[config.mk]
export PLATFORM = sky130hd
export DESIGN_NAME = motion_decision_fsm_flat
export DESIGN_NICKNAME = d
export VERILOG_FILES = /design/src/rtl/motion_decision_if.sv /design/src/rtl/motion_decision_fsm.sv /design/src/flat_wrapper.sv
export SDC_FILE = /design/constraint.sdc
export NUM_CORES = 1
export LEC_CHECK = 0
export ABC_CLOCK_PERIOD_IN_PS = 4440
export CAP_MARGIN = 20
export CORE_MARGIN = 2
export CORE_UTILIZATION = 52
export DETAILED_ROUTE_END_ITERATION = 10
export GPL_TIMING_DRIVEN = 1
export PLACE_DENSITY = 0.84
export SYNTH_ARGS = -nofsm -noshare
export SYNTH_HDL_FRONTEND = slang
export SYNTH_SLANG_ARGS = --single-unit
[constraint.sdc]
create_clock -name clk_25MHz -period 4.44 [get_ports clk_25MHz]
set_input_delay 0.888 -clock clk_25MHz [delete_from_list [all_inputs] [get_ports clk_25MHz]]
set_output_delay 0.888 -clock clk_25MHz [all_outputs]
set_load 0.02 [all_outputs]
[src/rtl/motion_decision_if.sv]
// ============================================================================
//  Module      : motion_decision_if
//  Description : Frame-evaluation bus between the frame-difference counter
//                and the motion decision FSM, plus the decision outputs.
//  Revision    : 1.0  initial release
// ============================================================================
`default_nettype none

interface motion_decision_if #(
    parameter int CNT_W = 17
);
    logic             frame_done;
    logic [CNT_W-1:0] diff_pixel_cnt;
    logic             motion_detected;
    logic             motion_start;
    logic             motion_end;
    logic [CNT_W-1:0] frame_cnt_latched;
    logic [7:0]       event_cnt;

    modport master (
        output frame_done,
        output diff_pixel_cnt,
        input  motion_detected,
        input  motion_start,
        input  motion_end,
        input  frame_cnt_latched,
        input  event_cnt
    );

    modport slave (
        input  frame_done,
        input  diff_pixel_cnt,
        output motion_detected,
        output motion_start,
        output motion_end,
        output frame_cnt_latched,
        output event_cnt
    );
endinterface

`default_nettype wire

[src/rtl/motion_decision_fsm.sv]
// ============================================================================
//  Module      : motion_decision_fsm
//  Description : Per-frame motion decision with threshold hysteresis,
//                multi-frame debounce and post-motion hold.
//  Revision    : 1.0  initial release
// ============================================================================
`default_nettype none

module motion_decision_fsm #(
    parameter int CNT_W       = 17,
    parameter int ON_THRESH   = 1500,
    parameter int OFF_THRESH  = 800,
    parameter int ON_FRAMES   = 3,
    parameter int OFF_FRAMES  = 5,
    parameter int HOLD_FRAMES = 30
) (
    input  logic                 clk_25MHz,
    input  logic                 reset,
    motion_decision_if.slave     bus
);

    localparam int c_ON_W   = $clog2(ON_FRAMES + 1);
    localparam int c_OFF_W  = $clog2(OFF_FRAMES + 1);
    localparam int c_HOLD_W = $clog2(HOLD_FRAMES + 1);

    localparam logic [CNT_W-1:0]    c_ON_TH     = CNT_W'(ON_THRESH);
    localparam logic [CNT_W-1:0]    c_OFF_TH    = CNT_W'(OFF_THRESH);
    localparam logic [c_ON_W-1:0]   c_ON_LAST   = c_ON_W'(ON_FRAMES);
    localparam logic [c_OFF_W-1:0]  c_OFF_LAST  = c_OFF_W'(OFF_FRAMES);
    localparam logic [c_HOLD_W-1:0] c_HOLD_LAST = c_HOLD_W'(HOLD_FRAMES);

    typedef enum logic [1:0] {
        IDLE   = 2'd0,
        ARMING = 2'd1,
        MOTION = 2'd2,
        HOLD   = 2'd3
    } state_t;

    state_t              r_state;
    state_t              w_state_nx;
    logic [c_ON_W-1:0]   r_on_cnt,   w_on_nx,   w_on_inc;
    logic [c_OFF_W-1:0]  r_off_cnt,  w_off_nx,  w_off_inc;
    logic [c_HOLD_W-1:0] r_hold_cnt, w_hold_nx, w_hold_inc;
    logic                w_active;
    logic                w_quiet;
    logic                w_start;
    logic                w_end;

    logic                r_motion_detected;
    logic                r_motion_start;
    logic                r_motion_end;
    logic [CNT_W-1:0]    r_frame_cnt;
    logic [7:0]          r_event_cnt;

    // Hysteresis: inclusive on the ON side only, counts between are neither
    assign w_active   = (bus.diff_pixel_cnt >= c_ON_TH);
    assign w_quiet    = (bus.diff_pixel_cnt <  c_OFF_TH);
    assign w_on_inc   = r_on_cnt   + c_ON_W'(1);
    assign w_off_inc  = r_off_cnt  + c_OFF_W'(1);
    assign w_hold_inc = r_hold_cnt + c_HOLD_W'(1);

    always_comb begin
        w_state_nx = r_state;
        w_on_nx    = r_on_cnt;
        w_off_nx   = r_off_cnt;
        w_hold_nx  = r_hold_cnt;
        w_start    = 1'b0;
        w_end      = 1'b0;
        if (bus.frame_done) begin
            case (r_state)
                IDLE: begin
                    if (w_active) begin
                        if (ON_FRAMES == 1) begin
                            w_state_nx = MOTION;
                            w_start    = 1'b1;
                        end else begin
                            w_state_nx = ARMING;
                            w_on_nx    = c_ON_W'(1);
                        end
                    end
                end
                ARMING: begin
                    if (w_active) begin
                        if (w_on_inc == c_ON_LAST) begin
                            w_state_nx = MOTION;
                            w_start    = 1'b1;
                            w_on_nx    = '0;
                        end else begin
                            w_on_nx    = w_on_inc;
                        end
                    end else begin
                        w_state_nx = IDLE;
                        w_on_nx    = '0;
                    end
                end
                MOTION: begin
                    if (w_quiet) begin
                        if (w_off_inc == c_OFF_LAST) begin
                            w_state_nx = HOLD;
                            w_off_nx   = '0;
                            w_hold_nx  = '0;
                        end else begin
                            w_off_nx   = w_off_inc;
                        end
                    end else begin
                        w_off_nx = '0;
                    end
                end
                HOLD: begin
                    // Re-trigger during hold continues the same event
                    if (w_active) begin
                        w_state_nx = MOTION;
                        w_hold_nx  = '0;
                    end else if (w_hold_inc == c_HOLD_LAST) begin
                        w_state_nx = IDLE;
                        w_end      = 1'b1;
                        w_hold_nx  = '0;
                    end else begin
                        w_hold_nx  = w_hold_inc;
                    end
                end
                default: begin
                    w_state_nx = IDLE;
                    w_on_nx    = '0;
                    w_off_nx   = '0;
                    w_hold_nx  = '0;
                end
            endcase
        end
    end

    always_ff @(posedge clk_25MHz) begin
        if (!reset) begin
            r_state           <= IDLE;
            r_on_cnt          <= '0;
            r_off_cnt         <= '0;
            r_hold_cnt        <= '0;
            r_motion_detected <= 1'b0;
            r_motion_start    <= 1'b0;
            r_motion_end      <= 1'b0;
            r_frame_cnt       <= '0;
            r_event_cnt       <= '0;
        end else begin
            r_state           <= w_state_nx;
            r_on_cnt          <= w_on_nx;
            r_off_cnt         <= w_off_nx;
            r_hold_cnt        <= w_hold_nx;
            r_motion_detected <= (w_state_nx == MOTION) || (w_state_nx == HOLD);
            r_motion_start    <= w_start;
            r_motion_end      <= w_end;
            if (bus.frame_done) begin
                r_frame_cnt <= bus.diff_pixel_cnt;
            end
            if (w_start && (r_event_cnt != 8'hFF)) begin
                r_event_cnt <= r_event_cnt + 8'd1;
            end
        end
    end

    assign bus.motion_detected   = r_motion_detected;
    assign bus.motion_start      = r_motion_start;
    assign bus.motion_end        = r_motion_end;
    assign bus.frame_cnt_latched = r_frame_cnt;
    assign bus.event_cnt         = r_event_cnt;

endmodule

`default_nettype wire

[src/flat_wrapper.sv]
// flat-port wrapper written by rule: the top's interface ports become plain ports
module motion_decision_fsm_flat 
#(
    parameter int CNT_W       = 17,
    parameter int ON_THRESH   = 1500,
    parameter int OFF_THRESH  = 800,
    parameter int ON_FRAMES   = 3,
    parameter int OFF_FRAMES  = 5,
    parameter int HOLD_FRAMES = 30
)
  (clk_25MHz, reset, bus_frame_done, bus_diff_pixel_cnt, bus_motion_detected, bus_motion_start, bus_motion_end, bus_frame_cnt_latched, bus_event_cnt);
  motion_decision_if #(.CNT_W(CNT_W)) bus_i ();
  input  logic clk_25MHz;
  input  logic reset;
  input wire logic [$bits(bus_i.frame_done)-1:0] bus_frame_done;
  input wire logic [$bits(bus_i.diff_pixel_cnt)-1:0] bus_diff_pixel_cnt;
  output wire logic [$bits(bus_i.motion_detected)-1:0] bus_motion_detected;
  output wire logic [$bits(bus_i.motion_start)-1:0] bus_motion_start;
  output wire logic [$bits(bus_i.motion_end)-1:0] bus_motion_end;
  output wire logic [$bits(bus_i.frame_cnt_latched)-1:0] bus_frame_cnt_latched;
  output wire logic [$bits(bus_i.event_cnt)-1:0] bus_event_cnt;
  assign bus_i.frame_done = bus_frame_done;
  assign bus_i.diff_pixel_cnt = bus_diff_pixel_cnt;
  assign bus_motion_detected = bus_i.motion_detected;
  assign bus_motion_start = bus_i.motion_start;
  assign bus_motion_end = bus_i.motion_end;
  assign bus_frame_cnt_latched = bus_i.frame_cnt_latched;
  assign bus_event_cnt = bus_i.event_cnt;
  motion_decision_fsm #(.CNT_W(CNT_W), .ON_THRESH(ON_THRESH), .OFF_THRESH(OFF_THRESH), .ON_FRAMES(ON_FRAMES), .OFF_FRAMES(OFF_FRAMES), .HOLD_FRAMES(HOLD_FRAMES)) u_core (.clk_25MHz(clk_25MHz), .reset(reset), .bus(bus_i));
endmodule
; ---- After elaboration in Yosys (flattened, before gate mapping)
; Index checks and enable logic that the tools add are counted.
[classes]
n_addsub = 4
muxes = 25
n_lt_le_gt_ge = 2
n_reduce_logical = 9
eq_ne = 12
n_bitwise = 3
[op_table]
columns = operator, n
row1 = 2-bit 2-to-1 mux, 11
row2 = 5-bit 2-to-1 mux, 4
row3 = 17-bit by 11-bit >= comparator with 1-bit output (second input constant), 1
row4 = 17-bit by 10-bit < comparator with 1-bit output (second input constant), 1
row5 = 2-bit == test (second input constant), 5
row6 = 5-bit one-hot mux with 2 select lines, 1
row7 = 8-bit by 1-bit adder with 8-bit output (second input constant), 1
row8 = 8-bit inequality test (second input constant), 1
row9 = 2-bit one-hot mux with 4 select lines, 1
row10 = 3-bit 2-to-1 mux, 2
row11 = 2-bit by 1-bit inequality test with 1-bit output (second input constant), 3
row12 = 5-bit by 1-bit adder with 5-bit output (second input constant), 1
row13 = 5-bit == test (second input constant), 1
row14 = 1-bit 2-to-1 mux, 5
row15 = 2-bit one-hot mux with 2 select lines, 1
row16 = 4-bit AND reduction, 1
row17 = 2-bit nonzero test, 2
row18 = 4-bit OR reduction, 1
row19 = 3-bit by 1-bit adder with 3-bit output (second input constant), 1
row20 = 3-bit == test (second input constant), 1
row21 = 1-bit NOT, 3
row22 = 3-bit AND reduction, 1
row23 = 2-bit by 1-bit adder with 2-bit output (second input constant), 1
row24 = 2-bit by 1-bit == test with 1-bit output (second input constant), 1
row25 = other kinds (4), 4
[totals]
reg_bits = 40
output_inout_bits = 28
in_bits = 20
wordCells = 64

; ---- Longest topological paths before layout
; Gate-level depths: netlist of run 1.
[logic_depth]
ltp_word = 8
depth_mapped = 6
ltp_nobuf = 6

; ---- Worst setup path before layout of run 1
; No wires, ideal clock.
[synth_timing]
path_type = input-to-reg
from = in bus_frame_done
to = reg u_core.r_event_cnt[5] (netlist: u_core.bus.event_cnt[5])
setup_time_ns = 0.071
path_buffers = 1
slack_ns = 2.176
arrival_ns = 2.194
stages = 5
t_required_ns = 4.369
cell_sequence = buf_2 nand3b_4 or4_4 or4_1 a21oi_1
[synth_between]
elab_chain_cells = 2
[synth_rtl]
columns = element, line_no
row1 = "start, declared", flat_wrapper.sv:15  ; input wire logic [$bits(bus_i.frame_done)-1:0] bus_frame_done;
row2 = 1-bit 2-to-1 mux, motion_decision_fsm.sv:69  ; if (bus.frame_done) begin
row3 = 1-bit logical AND, motion_decision_fsm.sv:154  ; if (w_start && (r_event_cnt != 8'hFF)) begin
row4 = "end signal, assigned", motion_decision_fsm.sv:155  ; r_event_cnt <= r_event_cnt + 8'd1;
row5 = "end, declared", motion_decision_fsm.sv:53  ; logic [7:0] r_event_cnt;
; Every way passes these cells.
; A chain may end at the register's enable or synchronous reset.

; ---- Final worst setup path of run 1
; Same ends and word-level chain as after synthesis.

==> key figures, run 1 <==
Critical path
  – CP max stage cell: or4_4
  – CP Data Arrival Time: 2950 ps
  – WP data required: around 4700 ps
  – Worst Path Max Fanout: 26
  – Startpoint Class: input pin
  – Worst path cell trace: clkdlybuf4s50_1 > buf_4 > nand3b_4 > or4_4 > or4_1 > a21oi_1
  – Critical path type: in -> reg
  – Critical Path Max Stage Delay: roughly 560 ps
  – Crit end category: flip-flop

Clock network
  – H-tree depth: 2
  – Clock transition at the registers of the reported paths: between 100 and 150 ps
  – Longest Clk Path Bufs: 2
  – Hold Buf Count CTS: 0
  – Clk sinks: 40
  – Post-CTS Setup Bufs: 0
  – Worst-Skew Late Latency: approximately 360 ps
  – CTS resizes: 0
  – CTS Buf Count: 5
  – CTS tree: built
  – Root buf cell: clkbuf_4

Power and ir drop
  – P_sw: about 0.18 mW
  – Sw Share: 0.266
  – Power Total: a little under 0.7 mW
  – Max VDD drop: 0.241 mV
  – Power Density: roughly 280 mW/mm²
  – Sequential power share: 0.564
  – Pint: a little under 0.5 mW
  – Leak pwr: 0.912 nW
  – Gate power share: 0.143
  – Clk pwr share: 0.293

Placement
  – Placed Area: between 0.002 and 0.0025 mm²
  – DPL Wire Length: between 2000 and 3000 µm
  – PortBufs: 47
  – RD Place Congestion: between 0.7 and 0.8

Layout
  – Diodes inserted: 0
  – Nets: between 200 and 300
  – Area Overhead vs Synth: 28.6%
  – Post-layout util: 0.716
  – Design Area, Final: 0.00244 mm²
  – FILL cells: around 280
  – Layout cell share with drive strength beyond 1: 0.0604

Route
  – Final wirelength: around 4000 µm
  – Router iterations before antenna repair: 4
  – DR WL/cell: between 10 and 15 µm
  – Via count: roughly 1700
  – Starting DRC count in detailed routing: 130
  – Post-route DRC violation count: 0
  – Detail-routed via count per cell: roughly 5.5
  – Post-DRT Antenna Nets: 0

Global routing
  – Number of global-route vias before repair: between 1500 and 2000
  – First-pass GRT wire length: 7120 µm
  – Initial antenna violation count: 0
  – Global Route Usage Sum: 0.218
  – Largest net degree at the start of global routing: 32
  – Grt ovf: 0

Job
  – Max Cap Violations: 0

Timing
  – RSZ-0062 raised after global routing: false
  – Final hold vios: 0
  – Period minus WS final: between 2000 and 3000 ps
  – Final setup fails: 0
  – Fmax: 375 MHz
  – Period utilization: 0.600
  – Rel. slew slack: 0.356
  – Final TNS setup: 0 ps
  – Clk_skew: around 11 ps
  – Worst-Margin Slew: just under 1000 ps
  – Max Slew Vio Count: 0

Die
  – Die area: slightly above 0.004 mm²
  – Initial core utilization: 0.557
  – Top Ports: 48
  – Die Wd: 64.5 µm
  – Die H: around 64 µm
  – Row cnt: 21
  – Core Region: roughly 0.0034 mm²

Logic synthesis
  – Sequential area share after synthesis: 0.421
  – Synth area leaders: dfxtp_1 (42%), mux2i_1 (11%), nor2_1 (6.7%), nand3_1 (3.7%), nand2_1 (3.6%)
  – Mapped Area: approximately 0.0019 mm²
  – Post-synth EDFFs: 0
  – Ys async rst share: 0
  – Distinct cells, synth: 46
  – Most common flop cell mapped by yosys: dfxtp_1
  – Synth cell count leaders: dfxtp_1 (40), nor2_1 (34), mux2i_1 (20)
  – Most frequent cell after synthesis: dfxtp_1
  – Syn nets: 245
  – Synth top area share: 0.421
  – Number of synthesized register bits: 40
  – Cell count after synthesis: 220
  – Yosys Warn Count: 0
  – Yosys top cell by area: dfxtp_1
  – Syn avg cell area: between 8 and 9 µm²

Worst hold path
  – Min-Delay Path Class: reg -> reg

Outcome
  – Status: completed
cells in the final DEF (no fill, tap or decap), drive strengths merged, types with 2 or more instances in the layout:
cell type / netlist / final
inv: 6 / 6
or4: 4 / 4
o22ai: 2 / 2
o21ai: 12 / 12
nand4: 4 / 4
and3: 2 / 2
ha: 5 / 5
clkbuf: 6 / 6
nor3b: 2 / 2
clkdlybuf4s50: 0 / 47
a41oi: 2 / 2
nand3: 14 / 14
o311ai: 2 / 2
dfxtp: 40 / 40
xor2: 2 / 2
nand3b: 2 / 2
a21oi: 13 / 13
nand2: 18 / 18
nand2b: 3 / 3
nor2: 35 / 35
and2: 2 / 2
o31ai: 4 / 4
mux2i: 20 / 20
clkinv: 0 / 2
final timing paths:
check                                          from                      end  slack, ps  cells after the start
worst max register to register    u_core.r_state[0]  u_core.bus.event_cnt[5]       2550                      4
worst min register to register  u_core.r_off_cnt[1]      u_core.r_off_cnt[1]        490                      2
worst max-delay path                 bus_frame_done  u_core.bus.event_cnt[5]       1780                      6
worst min-delay path            u_core.r_off_cnt[1]      u_core.r_off_cnt[1]        490                      2
sequential cells by signal (all words and copies together), names as in the netlist:
signal / flops
u_core.bus.frame_cnt_latched: 17
u_core.bus.event_cnt: 8
u_core.r_hold_cnt: 5
u_core.r_off_cnt: 3
u_core.r_on_cnt: 2
u_core.r_state: 2
u_core.bus.motion_detected: 1
u_core.bus.motion_end: 1
u_core.bus.motion_start: 1
critical path, delay by kind of cell:
family                 cells  cell delay (ps)
AO/OA/AOI/OAI              1              150
buffers and inverters      2              790
AND/OR/NAND/NOR            3             1100
stage by stage:
stage | std cells | setup slack, ps | hold slack (ps)
finish | 311 | 1780 | 489
global route | 311 | 1700 | 525
CTS | 311 | 1790 | 495
global placement | 303 | 1450 | 461
floorplan | 220 | 2180 | 449
detailed placement | 303 | 1420 | 477
kinds of logic after synthesis:
| logic type | after synthesis | synth area share |
|---|---|---|
| AND/OR/NAND/NOR | 93 | 0.248 |
| AO/OA/AOI/OAI | 43 | 0.143 |
| flip-flops | 40 | 0.421 |
| multiplexers | 20 | 0.105 |
| buffers and inverters | 17 | 0.0401 |
| adder cells (fa/ha/maj) | 5 | 0.0329 |
| XOR/XNOR | 2 | 0.00921 |
area by class of cell:
type                    instances  area [µm²]  share of cell area
multi-input cells             163        1020               0.419
inverters                       6        22.5             0.00921
clock inverters                 2        10.0             0.00409
well taps                      46        57.6              0.0235
clock buffers                   6        51.3              0.0210
repair buffers                 48         478               0.195
flip-flops and latches         40         801               0.328
power by group through the flow:
stage                     Combinational, mW  Clock [mW]  Sequential (mW)
after floorplan                      0.0442           0            0.398
after global placement               0.0955           0            0.390
after detailed placement             0.0969           0            0.389
after CTS                            0.0974       0.203            0.382
after global routing                  0.105       0.220            0.384
final                                0.0967       0.199            0.382
per-layer routing:
metal	vias up	track usage	part of all wire	wire, µm
li1	875	-	-	-
met1	785	0.282	0.46	1850
met2	50	0.337	0.45	1820
met3	6	0.0816	0.072	289
met4	0	0.0745	0.015	60
met5	-	0	0	0
No activity file was read; power rests on OpenSTA's default activity.
==> inputs of run 2 (changes only) <==
- ABC_CLOCK_PERIOD_IN_PS: 4440 -> 2700
- CORE_UTILIZATION: 52 -> 48
- PLACE_DENSITY: 0.84 -> 0.78
- clock period: 4.44 -> 2.7 ns (I/O delays scaled with it)
==> run 2 against run 1 <==
Compared with the run above: clock-buffer cell count increased by 2; first-iteration DRC count decreased by 2.3%; clock power increased by 110%; cell area increased by 3.4%; largest power group unchanged; register-to-register slack got worse by 1700 ps.
==> key figures, run 2 (synthesized netlist as in run 1, its figures left out) <==
Clock network
  – CTS resizes: 0 (unchanged)
  – CTS tree: built (unchanged)
  – CTS Buf Count: 5 (unchanged)
  – Hold Buf Count CTS: 0 (unchanged)
  – Root buf cell: clkbuf_8 (was clkbuf_4)
  – Clk sinks: 40 (unchanged)
  – Clock transition at the registers of the reported paths: 80 ps (was 120 ps)
  – Post-CTS Setup Bufs: 0 (unchanged)
  – Worst-Skew Late Latency: 300 ps (was 360 ps)
  – Longest Clk Path Bufs: 2 (unchanged)
  – H-tree depth: 2 (unchanged)

Die
  – Initial core utilization: 0.508 (was 0.557)
  – Die H: 66.9 µm (was 64.5 µm)
  – Core Region: 0.00374 mm² (was 0.00342 mm²)
  – Top Ports: 48 (unchanged)
  – Die Wd: 66.9 µm (was 64.5 µm)
  – Row cnt: 22 (was 21)
  – Die area: 0.00448 mm² (was 0.00416 mm²)

Layout
  – Commonest cells after routing, fill and taps aside: clkdlybuf4s50_1 (47), dfxtp_1 (40), nor2_1 (34), mux2i_1 (20), nand2_1 (18) (unchanged)
  – Most common cell after layout, fill and taps aside: clkdlybuf4s50_1 (unchanged)
  – Nets: 296 (was 289)
  – Max reg flops: 17 (unchanged)
  – Area Overhead vs Synth: 33.0% (was 28.6%)
  – Layout cell share with drive strength beyond 1: 0.0772 (was 0.0604)
  – Diodes inserted: 0 (unchanged)

Route
  – Via count: 1756 (was 1716)
  – Detail-routed via count per cell: 5.49 (was 5.52)
  – Starting DRC count in detailed routing: 127 (was 130)
  – Final wirelength: 4170 µm (was 4020 µm)
  – Router iterations before antenna repair: 4 (unchanged)
  – Post-DRT Antenna Nets: 0 (unchanged)
  – DR WL/cell: 13.0 µm (was 12.9 µm)
  – Post-route DRC violation count: 0 (unchanged)

Placement
  – Pre-CTS WS: 245 ps (was 1420 ps)
  – DPL Wire Length: 3040 µm (was 2830 µm)
  – PortBufs: 47 (unchanged)
  – RD Place Congestion: 0.753 (was 0.778)

Timing
  – Period utilization: 0.802
  – Period minus WS final: between 2000 and 2500 ps
  – Worst-Margin Slew: 529 ps (was 965 ps)
  – RSZ-0062 raised after global routing: false (unchanged)
  – Final hold vios: 0 (unchanged)
  – Final TNS setup: 0 ps (unchanged)
  – Final setup margin: 536 ps (was 1780 ps)
  – Final setup fails: 0 (unchanged)
  – Fmax: about 460 MHz
  – Max Slew Vio Count: 0 (unchanged)
  – Rel. slew slack: 0.646 (was 0.356)
  – Clk_skew: 5.79 ps (was 11.1 ps)

Global routing
  – Largest net degree at the start of global routing: 26 (was 32)
  – Grt ovf: 0 (unchanged)
  – Initial antenna violation count: 0 (unchanged)
  – First-pass GRT wire length: 7120 µm (unchanged)
  – Global Route Usage Sum: 0.210 (was 0.218)
  – Number of global-route vias before repair: 1597 (was 1611)

Critical path
  – CP Data Arrival Time: 2400 ps (was 2950 ps)
  – Worst Path Max Fanout: 6 (was 26)
  – Crit end category: flip-flop (unchanged)
  – Startpoint Class: input pin (unchanged)
  – WP data required: 2930 ps (was 4720 ps)
  – Critical path type: in -> reg (unchanged)

Power and ir drop
  – Power Density: 475 mW/mm² (was 277 mW/mm²)
  – Leak pwr: 0.953 nW (was 0.912 nW)
  – Max VDD drop: 0.380 mV (was 0.241 mV)

Job
  – Max Cap Violations: 0 (unchanged)

Worst hold path
  – Min-Delay Path Class: reg -> reg (unchanged)

Outcome
  – Status: completed (unchanged)
[run 2: layout make-up]
| class | count | area (µm²) |
|---|---|---|
| Inverter | 6 | 22.5 |
| Fill cell | 328 | 1210 |
| Clock buffer | 8 | 90.1 |
| Tap cell | 48 | 60.1 |
| Timing Repair Buffer | 55 | 531 |
| Sequential cell | 40 | 801 |
| Multi-Input combinational cell | 163 | 1020 |
[run 2: final timing paths]
kind                                             start                 endpoint  slack (ps)  cells after the start
worst max-delay path            bus_diff_pixel_cnt[10]  u_core.bus.event_cnt[4]         540                      6
worst min-delay path               u_core.r_off_cnt[1]      u_core.r_off_cnt[1]         470                      2
worst max register to register       u_core.r_state[0]  u_core.bus.event_cnt[5]         820                      4
worst min register to register     u_core.r_off_cnt[1]      u_core.r_off_cnt[1]         470                      2
[run 2: critical path, stage by stage]
cell and delay, ps:
clkdlybuf4s50_1 540, nand4_1 130, nor2_2 280, o21ai_1 230
or4_1 540, a21oi_1 150
[run 2: per-layer routing]
metal  vias to the layer above  track usage  wire, µm  share of wire
met5                         -            0         0              0
met4                         0       0.0740        56          0.013
met3                         7       0.0811       333          0.080
met2                        64        0.331      1840           0.44
met1                       797        0.259      1940           0.46
li1                        888            -         -              -
[run 2: per-stage QoR]
step | cells | util | cell area [µm²] | power [mW] | hold WS [ps]
after floorplan | 220 | - | 1900 | 0.727 | 449
after global placement | 312 | 0.651 | 2440 | 0.804 | 459
after detailed placement | 312 | 0.651 | 2440 | 0.804 | 470
after CTS | 320 | 0.675 | 2530 | 1.22 | 481
after global routing | 320 | 0.675 | 2530 | 1.25 | 516
final | 320 | 0.675 | 2530 | 1.20 | 475
[run 2: power breakdown]
| group | internal, mW | switching, mW | total [mW] |
|---|---|---|---|
| Sequential | 0.611 | 0.0171 | 0.628 |
| Combinational | 0.0853 | 0.0779 | 0.163 |
| Clock | 0.208 | 0.201 | 0.409 |
==> inputs of run 3 (changes only) <==
- ABC_CLOCK_PERIOD_IN_PS: 2700 -> 1800
- CORE_UTILIZATION: 48 -> 44
- PLACE_DENSITY: 0.78 -> 0.76
- clock period: 2.7 -> 1.8 ns (I/O delays scaled with it)
==> run 3 against run 2 <==
Compared with the run above: critical path depth shrank 5; non-clock buffer count rose by 22; worst setup slack worse by 450 ps; register-to-register slack worse by 730 ps; total power rose by 62%; die area rose by 8.5%; cell area grew 12%; final cell count grew 7.5%; combinational power grew 72%; critical path type is now reg -> out; largest power group unchanged; highest routed layer unchanged.
==> key figures, run 3 (synthesized netlist as in run 1, its figures left out) <==
Global routing
  – Initial antenna violation count: 0 (unchanged)
  – Largest net degree at the start of global routing: 26 (unchanged)
  – Grt ovf: 0 (unchanged)
  – First-pass GRT wire length: 8000 µm (was 7120 µm)
  – Global Route Usage Sum: 0.200 (was 0.210)
  – Number of global-route vias before repair: 1773 (was 1597)

Timing
  – Clk_skew: 6.43 ps (was 5.79 ps)
  – RSZ-0062 raised after global routing: false (unchanged)
  – Final TNS setup: 0 ps (unchanged)
  – Period utilization: 0.952
  – Final setup margin: 86.4 ps (was 536 ps)
  – Period minus WS final: between 1500 and 2000 ps
  – Rel. slew slack: 0.758 (was 0.646)
  – Final hold vios: 0 (unchanged)
  – Fmax: 584 MHz
  – Worst-Margin Slew: 363 ps (was 529 ps)
  – Max Slew Vio Count: 0 (unchanged)
  – Final setup fails: 0 (unchanged)

Die
  – Initial core utilization: 0.465 (was 0.508)
  – Row cnt: 23 (was 22)
  – Top Ports: 48 (unchanged)
  – Die Wd: 69.7 µm (was 66.9 µm)
  – Core Region: 0.00409 mm² (was 0.00374 mm²)
  – Die area: 0.00486 mm² (was 0.00448 mm²)
  – Die H: 69.7 µm (was 66.9 µm)

Critical path
  – Critical Path Max Stage Delay: 640 ps (was 540 ps)
  – WP buf/inv: 1 (unchanged)
  – Worst Path Max Fanout: 5 (was 6)
  – Top delay family on crit path: buffers and inverters (was simple AND/OR/NAND/NOR gates)
  – Critical path type: reg -> out (was in -> reg)
  – WP data required: 1440 ps (was 2930 ps)
  – Worst path cell trace: clkdlybuf4s50_1 (was clkdlybuf4s50_1 > nand4_1 > nor2_2 > o21ai_1 > or4_1 > a21oi_1)
  – CP Data Arrival Time: 1350 ps (was 2400 ps)
  – Startpoint Class: flip-flop (was input pin)
  – Crit end category: primary output (was flip-flop)
  – CP max stage cell: clkdlybuf4s50_1 (unchanged)

Power and ir drop
  – Max VDD drop: 0.426 mV (was 0.380 mV)
  – Power Density: 691 mW/mm² (was 475 mW/mm²)
  – Leak pwr: 1.19 nW (was 0.953 nW)

Placement
  – DPL Wire Length: 3300 µm (was 3040 µm)
  – # placed instances: 334 (was 312)
  – PortBufs: 47 (unchanged)
  – Pre-CTS WS: -428 ps (was 245 ps)
  – RD Place Congestion: 0.771 (was 0.753)

Layout
  – Commonest cells after routing, fill and taps aside: dfxtp_1 (38), nor2_1 (34), clkdlybuf4s50_1 (30), buf_4 (29), mux2i_1 (20) (was clkdlybuf4s50_1 (47), dfxtp_1 (40), nor2_1 (34), mux2i_1 (20), nand2_1 (18))
  – Nets: 318 (was 296)
  – Diodes inserted: 0 (unchanged)
  – Area Overhead vs Synth: 48.4% (was 33.0%)
  – Max reg flops: 17 (unchanged)
  – Layout cell share with drive strength beyond 1: 0.197 (was 0.0772)
  – FILL cells: 311 (was 328)
  – Final Non-Filler Cells: 344 (was 320)
  – Most common cell after layout, fill and taps aside: dfxtp_1 (was clkdlybuf4s50_1)

Route
  – Router iterations before antenna repair: 5 (was 4)
  – Detail-routed via count per cell: 5.45 (was 5.49)
  – DR WL/cell: 14.1 µm (was 13.0 µm)
  – Post-route DRC violation count: 0 (unchanged)
  – Via count: 1874 (was 1756)
  – Post-DRT Antenna Nets: 0 (unchanged)
  – Final wirelength: 4860 µm (was 4170 µm)
  – Starting DRC count in detailed routing: 108 (was 127)

Job
  – Max Cap Violations: 0 (unchanged)

Worst hold path
  – Min-Delay Path Class: in -> reg (was reg -> reg)

Clock network
  – Root buf cell: clkbuf_8 (unchanged)
  – Longest Clk Path Bufs: 2 (unchanged)
  – Worst-Skew Late Latency: 290 ps (was 300 ps)
  – Clock transition at the registers of the reported paths: 80 ps (about the same)
  – H-tree depth: 2 (unchanged)
  – Hold Buf Count CTS: 0 (unchanged)
  – Clk sinks: 40 (unchanged)
  – CTS Buf Count: 5 (unchanged)
  – CTS tree: built (unchanged)

Outcome
  – Status: completed (unchanged)
## run 3: cell count changes in the layout (fill, tap and decap cells not counted), moves of 8 or more
cell	previous run	this run
clkdlybuf4s50_1	47	30
dlymetal6s2s_1	0	9
dlygate4sd2_1	0	8
buf_4	8	29
## run 3: worst register-to-register path, cell delays in order, from the launching register on
cell     delay, ps
dfxtp_2        360
ha_4           170
nand3_1         70
nor2_1          50
or4_4          440
or4_1          410
a21oi_1        140
## run 3: path summary, 6_finish.rpt
path / from / end / slack (ps) / depth (start not counted)
hold reg to reg: u_core.r_off_cnt[1] / u_core.r_off_cnt[1] / 480 / 2
setup reg to reg: u_core.bus.event_cnt[0] / u_core.bus.event_cnt[5] / 90 / 6
hold / removal: bus_diff_pixel_cnt[7] / u_core.bus.frame_cnt_latched[7] / 400 / 3
setup / recovery: u_core.bus.event_cnt[7] / bus_event_cnt[7] / 90 / 1
## run 3: cell type report
class / instances / area (µm²) / area share
Multi-Input combinational cell: 163 / 1110 / 0.394
Sequential cell: 40 / 803 / 0.285
Timing Repair Buffer: 77 / 712 / 0.252
Clock buffer: 5 / 68.8 / 0.0244
Tap cell: 50 / 62.6 / 0.0222
Clock inverter: 3 / 42.5 / 0.0151
Inverter: 6 / 22.5 / 0.00798
## run 3: power by group
group | internal, mW | leakage [nW] | switching [mW]
clock network | 0.410 | 0.0541 | 0.325
logic | 0.140 | 0.804 | 0.141
registers | 0.916 | 0.327 | 0.0177
total | 1.47 | 1.19 | 0.484
## run 3: layer usage
metal	GRT usage	routed length (µm)	vias up
met5	0	0	-
met4	0.0791	97	0
met3	0.0567	320	11
met2	0.331	2340	59
met1	0.245	2100	872
li1	-	-	932
## run 3: repair_timing
action | 4_1_cts | 5_1_grt
resized for setup | 16 | 21
setup endpoints to repair | 12 | 18
setup buffers | 2 | 0
pin swaps | 3 | 3
## run 3: metrics by stage
stage | hold WS (ps) | util | power (mW) | area, µm²
floorplan | 449 | - | 1.09 | 1900
global placement | 461 | 0.635 | 1.22 | 2590
detailed placement | 470 | 0.635 | 1.22 | 2590
CTS | 474 | 0.671 | 1.95 | 2740
global route | 427 | 0.691 | 2.02 | 2820
finish | 405 | 0.691 | 1.95 | 2820
==> edit: new RTL, flow settings as in run 2 <==
`ON_THRESH` is set to 1500 in 2 places; all go to 1125.
--- a/src/rtl/motion_decision_fsm.sv
+++ b/src/rtl/motion_decision_fsm.sv
@@ -8,7 +8,7 @@
 
 module motion_decision_fsm #(
     parameter int CNT_W       = 17,
-    parameter int ON_THRESH   = 1500,
+    parameter int ON_THRESH   = 1125,
     parameter int OFF_THRESH  = 800,
     parameter int ON_FRAMES   = 3,
     parameter int OFF_FRAMES  = 5,
--- a/src/flat_wrapper.sv
+++ b/src/flat_wrapper.sv
@@ -2,7 +2,7 @@
 module motion_decision_fsm_flat 
 #(
     parameter int CNT_W       = 17,
-    parameter int ON_THRESH   = 1500,
+    parameter int ON_THRESH   = 1125,
     parameter int OFF_THRESH  = 800,
     parameter int ON_FRAMES   = 3,
     parameter int OFF_FRAMES  = 5,
Function: changed (a bounded check fails within 4 cycles, from zero or initial values and one cycle with reset low).
==> edit against run 2 <==
  * Final area grew 2.3%
  * Hold slack lost 0.0012 ns
  * Sequential cell count unchanged
  * Global-route usage down 1.3 points
  * Setup slack worse by 0.040 ns
  * Wire length increased by 3.1%
  * Area after synthesis grew 4.7%
  * Power shrank 3.6%
  * Largest cell class unchanged
==> edit: results (changes against run 2) <==
stage,metric,value,unit,change
power_and_ir_drop,VDD IR max,355,µV,-6.6%
synth,post-synthesis cell type count,51,,+11%
placement,hpwl dp,3110,µm,+2.2%
global_route,initial antenna violation count,0,,unchanged
detailed_routing,routed wire length on met3,312,µm,-6.3%
synth,Syn Nets,245,,unchanged
clock_tree,Max H-tree Level,2,,unchanged
critical_path,Worst EP arrival,2.43,ns,+0.03 ns
timing,Max transition margin,0.556,,-0.0904
global_route,GRT Total Usage,0.197,,-0.0128
synth,ys async rst share,0,,unchanged
detailed_routing,uppermost layer routed,met4,,
placement,routability cong.,0.774,,+2.9%
timing,Clock Skew,0.00714,ns,+0.00135 ns
critical_path,Reg2Reg Setup Slack,0.69,ns,-0.13 ns
detailed_routing,M1 WL,2040,µm,+5.1%
detailed_routing,DR pass1 iterations,4,,unchanged
clock_tree,Post-CTS Hold Fix Bufs,0,,unchanged
final_layout,max reg flops,17,,unchanged
timing,Min Hold Slack,0.473,ns,-0.00123 ns
detailed_routing,DRT iter0 DRCs,141,,+11%
placement,"worst slack, placed",0.206,ns,-0.0391 ns
global_route,largest net degree at the start of global routing,28,,+7.7%
critical_path,Worst Path Max Fanout,8,,+2
clock_tree,post-CTS sizing,0,,unchanged
power_and_ir_drop,Leakage,0.958,nW,+0.48%
final_layout,layout cells sized above 1,0.0933,,+0.0161
synth,XOR/XNOR share of the synthesized area,0.00440,,-0.00481
synth,most frequent cells after synthesis,"dfxtp_1, nor2_1, a21oi_1, mux2i_1, nand2_1",,
detailed_routing,DR vias,1771,,+0.85%
synth,Synth area leaders,"dfxtp_1, mux2i_1, nor2_1",,
synth,Post-Synth Adder-Cell Area,0.0314,,-0.00149
timing,Setup WS post-layout,0.495,ns,-0.0405 ns
critical_path,slowest CP cell,clkdlybuf4s50_1,,
global_route,first-pass GRT wire length,6790,µm,-4.6%
critical_path,max incr delay on CP,0.47,ns,-0.07 ns
synth,sequential area share after synthesis,0.402,,-0.0190
clock_tree,Num CTS Buffers,5,,unchanged
synth,synth warn,0,,unchanged
clock_tree,clk buf depth,2,,unchanged
global_route,vias in the first global route,1482,,-7.2%
placement,Area after DPL,0.00250,mm²,+2.5%
final_layout,nets@finish,292,,-1.4%
detailed_routing,WL met2,1930,µm,+4.5%
clock_tree,Clock Latency Late Sink,0.30,ns,about the same
detailed_routing,DR WL/cell,13.5,µm,+3.8%
status,status,completed,,
synth,Synth Area in Compound Gates,0.178,,+0.0350
synth,mux contribution to synthesized area,0.0911,,-0.0142
## edit: report_power, final
part / switching [mW] / internal, mW
Sequential: 0.0126 / 0.608
Clock: 0.211 / 0.180
Combinational: 0.0716 / 0.0748
## edit: area by class of cell
cell class	instances	area (µm²)
Timing Repair Buffer	51	500
Tap cell	50	62.6
Multi-Input combinational cell	159	1100
Clock inverter	3	18.8
Clock buffer	5	68.8
Sequential cell	40	801
Inverter	10	37.5
Fill cell	335	1410
## edit: logic make-up (layout without fill, tap and decap cells)
kind of cell | Yosys count | in the layout
DFF | 40 | 40
muxes | 18 | 18
AOI/OAI and AO/OA | 50 | 50
and+or+nand+nor | 85 | 85
xor gates and xnor gates | 1 | 1
adders and majority gates | 5 | 5
buffers and inverters | 21 | 69
## edit: path summary, 6_finish.rpt
kind              depth (start not counted)                       to             startpoint
setup / recovery                          7  u_core.bus.event_cnt[1]  bus_diff_pixel_cnt[8]
hold / removal                            2      u_core.r_off_cnt[2]    u_core.r_off_cnt[2]
setup reg to reg                          5     u_core.r_hold_cnt[3]   u_core.r_hold_cnt[0]
hold reg to reg                           2      u_core.r_off_cnt[2]    u_core.r_off_cnt[2]
## edit: through the flow
| step | cells | utilization |
|---|---|---|
| final | 318 | 0.647 |
| after global routing | 318 | 0.647 |
| after CTS | 318 | 0.647 |
| after detailed placement | 310 | 0.625 |
| after global placement | 310 | 0.625 |
| after floorplan | 220 | - |
## edit: worst max-delay path, delay by kind of cell
kind                   cells  cell delay, ns
AO/OA/AOI/OAI              4            0.94
buffers and inverters      2            0.68
AND/OR/NAND/NOR            1            0.27
## edit: per-layer routing
metal  vias up  global-route usage
met1       827               0.257
met4         0              0.0675
met2        46               0.284
li1        896                   -
met5         -                   0
met3         2              0.0905
